File: src/rtl/multdiv_ctrl.sv
// Sequencing controller for the shared iterative multiply/divide datapath.
// Issues load/step/fixup strobes, counts iterations, and reports completion and exceptions.
module multdiv_ctrl #(
  parameter int ITERS = 32,
  parameter int CNT_W = 6
) (
  input  logic             clock,
  input  logic             clr,
  input  logic             ctrl_MULT,
  input  logic             ctrl_DIV,
  input  logic             divisor_zero,
  input  logic             mult_overflow,
  output logic             load,
  output logic             step,
  output logic             fixup,
  output logic             op_is_div,
  output logic [CNT_W-1:0] count,
  output logic             busy,
  output logic             data_resultRDY,
  output logic             data_exception
);

  typedef enum logic [2:0] {IDLE, LOAD, RUN, FIXUP, DONE} state_t;

  localparam logic [CNT_W-1:0] LAST = CNT_W'(ITERS - 1);

  state_t           state, state_nx;
  logic [CNT_W-1:0] cnt_nx;
  logic             exc_r, exc_nx, div_nx;
  logic             start;

  assign start = ctrl_MULT | ctrl_DIV;

  always_comb begin
    state_nx = state;
    cnt_nx   = '0;
    exc_nx   = exc_r;
    div_nx   = op_is_div;
    case (state)
      IDLE:  if (start) state_nx = LOAD;
      LOAD: begin
        if (op_is_div && divisor_zero) begin
          state_nx = DONE;
          exc_nx   = 1'b1;
        end else begin
          state_nx = RUN;
          exc_nx   = 1'b0;
        end
      end
      RUN: begin
        if (count == LAST) state_nx = op_is_div ? FIXUP : DONE;
        else               cnt_nx   = count + 1'b1;
      end
      FIXUP: state_nx = DONE;
      DONE:  state_nx = IDLE;
      default: state_nx = IDLE;
    endcase
    // Any start restarts from LOAD: aborts an in-flight op, or chains straight out of DONE.
    if (start) begin
      state_nx = LOAD;
      cnt_nx   = '0;
      div_nx   = ctrl_DIV & ~ctrl_MULT;
    end
  end

  always_ff @(posedge clock) begin
    if (clr) begin
      state     <= IDLE;
      count     <= '0;
      op_is_div <= 1'b0;
      exc_r     <= 1'b0;
    end else begin
      state     <= state_nx;
      count     <= cnt_nx;
      op_is_div <= div_nx;
      exc_r     <= exc_nx;
    end
  end

  assign load           = (state == LOAD);
  assign step           = (state == RUN);
  assign fixup          = (state == FIXUP);
  assign busy           = (state != IDLE);
  assign data_resultRDY = (state == DONE);
  // Overflow only matters for multiplies; divide-by-zero arrives via exc_r.
  assign data_exception = data_resultRDY & (exc_r | (~op_is_div & mult_overflow));

endmodule

File: config.mk
export PLATFORM = sky130hd
export DESIGN_NAME = multdiv_ctrl
export DESIGN_NICKNAME = d
export VERILOG_FILES = /design/src/rtl/multdiv_ctrl.sv
export SDC_FILE = /design/constraint.sdc
export NUM_CORES = 1
export LEC_CHECK = 0
export ABC_CLOCK_PERIOD_IN_PS = 1000
export BUFFER_PORTS_ARGS = -buffer_cell sky130_fd_sc_hd__buf_4
export CAP_MARGIN = 0
export CORE_MARGIN = 2
export CORE_UTILIZATION = 40
export DETAILED_ROUTE_END_ITERATION = 16
export GPL_ROUTABILITY_DRIVEN = 0
export PLACE_DENSITY = 0.69
export SLEW_MARGIN = 25
export SYNTH_ARGS = -nofsm -noshare
export SYNTH_HDL_FRONTEND = slang
export SYNTH_SLANG_ARGS = --single-unit
File: constraint.sdc
create_clock -name clock -period 1 [get_ports clock]
set_input_delay 0.1 -clock clock [delete_from_list [all_inputs] [get_ports clock]]
set_output_delay 0.1 -clock clock [all_outputs]
set_load 0.01 [all_outputs]
==> run summary <==
Tot GR Track Use - 25.3%
post-synth top area share - 40.9%
post-route cell area - 0.00110 mm²
CTS Buf Count - 3
synthesized area per cell - 9.44 µm²
Critical Path End Type - output pin
Worst Tran Pin Value - 0.254 ns
Critical-path top delay cell - dfxtp_4
Comb pwr share - 15.1%
Setup TNS Final - -2.88 ns
sequential share of power - 49.9%
leading cell type in the layout, fill and taps excluded - buf_6
DR pass1 iterations - 4
setup slack after layout - -0.307 ns
fmax - 765 MHz
I/O pins - 19
Clock Path Buffers - 2
critical path peak fanout - 6
crit-path cells - buf_6 -> nor3b_4 -> o21a_1 -> buf_6
Tcrit/Tclk final - 131%
DR iter-0 viols - 12
Max-cap violations - 0
synth warn - 0
CP max stage delay - 0.37 ns
synthesis-stage register bit count - 11
syn_nets - 64
Clk network pwr share - 34.9%
Worst Path Buf+Inv - 2
Overflow after GRT - 0
Hold Crit Class - in -> reg
RSZ-0062 raised after global routing - yes
Post-synth EDFFs - 0
Final Setup Violations - 17
Critical Path RT - 0.90 ns
DR vias - 631
clock net sink count - 11
switching power - 229 µW
# diodes - 0
DRT antenna net count - 0
pwr/cell area - 809 mW/mm²
initial antenna violation count - 0
Post-Syn Area - 538 µm²
Tmin final - 1.31 ns
# nets final - 111
Slew Limit Fails - 0
Startpoint Class - register
Int Pwr - 659 µW
CTS tree - built
Worst Skew - 0.000704 ns
DPL Wire Length - 937 µm
Avg Vias per Cell - 5.35
first-pass GRT wire length - 2570 µm
CORE AREA - 0.00128 mm²
Async SR Flop Fraction - 0%
Avg WL per Cell - 15.7 µm
Syn Inst Count - 57
failing checks - setup timing
Distinct cells, synth - 30
Final Hold Viols - 0
CP delay by family, top - flip-flops
outcome - complete, but fails checks
placed instance area - 806 µm²
Slew headroom - 82.9%
commonest cells after routing, fill and taps aside - 22 x buf_6, 19 x buf_4, 8 x nor2_1, 7 x dfxtp_4
worst skew pair latency - 0.27 ns
routed wire length - 1850 µm
port bufs - 18
share of layout cells above drive strength 1 - 68.0%
H-tree Lvls - 1
critical path type - reg -> out
top_reg_cell synth - dfxtp_1
Net Sw Frac - 25.8%
die area - 0.00165 mm²
Layout area overhead - 104%
Die Wd - 40.7 µm
Initial Util - 41.9%
maximum VDD drop - 0.796 mV
Area contributors post-synth - dfxtp_1 41%, nor2_1 5.6%, nor4_4 4.0%
Reg clk slew, reported paths - 0.07 ns
vias in the first global route - 568
CTS root buf - clkbuf_4
most used cell, CP - buf_6
area leader, netlist - dfxtp_1
filler cell count - 72
static leakage - 0.000460 µW
row cnt - 13
# DRC - 0
worst path arrival time - 1.21 ns
largest net degree at the start of global routing - 10
Seq/Total Area, Yosys - 40.9%
Die Y-Extent - 40.7 µm
## worst reg2reg max path: stages (launching register included)
cell     delay [ns]
dfxtp_4        0.37
buf_4          0.15
nor3b_4        0.15
buf_6          0.12
nor4b_4        0.23
nor3b_2        0.07
## path summary, 6_finish.rpt
path                            end  slack, ns             startpoint  cells after the start
max reg2reg   state[1]$_SDFFE_PP0P_      -0.22  state[0]$_SDFFE_PP0P_                      5
min reg2reg      exc_r$_SDFFE_PP0N_       0.49     exc_r$_SDFFE_PP0N_                      2
min          op_is_div$_SDFFE_PP0P_       0.02              ctrl_MULT                      2
max                  data_exception      -0.31  state[0]$_SDFFE_PP0P_                      4
## what timing repair did
action	in CTS	in global routing
setup buffers	11	4
hold buffers	0	1
gates resized for setup	31	13
endpoints found under the hold margin	0	1
endpoints found under the setup margin	21	23
pin swaps	10	7
## area by class of cell
cell class / instances / area [µm²] / share of cell area (%)
Clock inverter: 1 / 5.00 / 0.456
Timing Repair Buffer: 42 / 400 / 36.5
Multi-Input combinational cell: 45 / 397 / 36.1
Sequential cell: 11 / 250 / 22.8
Clock buffer: 3 / 22.5 / 2.05
Tap cell: 15 / 18.8 / 1.71
Inverter: 1 / 3.75 / 0.342
## synth_stat cells, drive strengths merged, types with 2 or more instances
cell / instances
dfxtp: 11
nor2: 8
a21oi: 3
nand2: 3
nand3: 3
nor3b: 3
and2b: 2
nor2b: 2
nor3: 2
o21ai: 2
or3: 2
xor2: 2
## per-layer routing
layer | GRT usage (%) | share of wire [%]
met1 | 30.0 | 39
met2 | 42.5 | 52
met3 | 3.26 | 5.4
met4 | 16.7 | 3.5
met5 | 0 | 0
## metrics by stage
stage | power (µW) | std cells | util, % | hold slack [ns] | setup WS [ns]
3_5_place_dp | 549 | 100 | 62.7 | 0.309 | -0.186
2_1_floorplan | 498 | 57 | - | 0.165 | -0.0909
5_1_grt | 929 | 118 | 85.4 | 0.0199 | -0.365
3_3_place_gp | 548 | 100 | 62.7 | 0.304 | -0.163
6_report | 888 | 118 | 85.4 | 0.0211 | -0.307
4_1_cts | 885 | 114 | 79.2 | 0.00224 | -0.334
## registers in the layout, summed over array words and instances, names as in the netlist
| register | cells |
|---|---|
| count | 6 |
| exc_r | 1 |
| op_is_div | 1 |
| state | 3 |
## power groups by stage
stage	clock network [µW]	logic, µW	registers, µW
2_1_floorplan	0	37.7	461
3_3_place_gp	0	85.4	462
3_5_place_dp	0	86.3	462
4_1_cts	325	117	443
5_1_grt	339	145	445
6_report	310	134	443
## kinds of logic (layout without fill, tap and decap cells)
logic type      Yosys count  in the layout  share of synthesized area, %
fa+ha+maj                 1              1                          2.33
buf+inv                   1             47                         0.697
simple gates             32             32                          38.4
flops                    11             11                          40.9
compound gates            9              9                          12.8
xor+xnor                  3              3                          4.88
(Power assumes the default switching activity.)
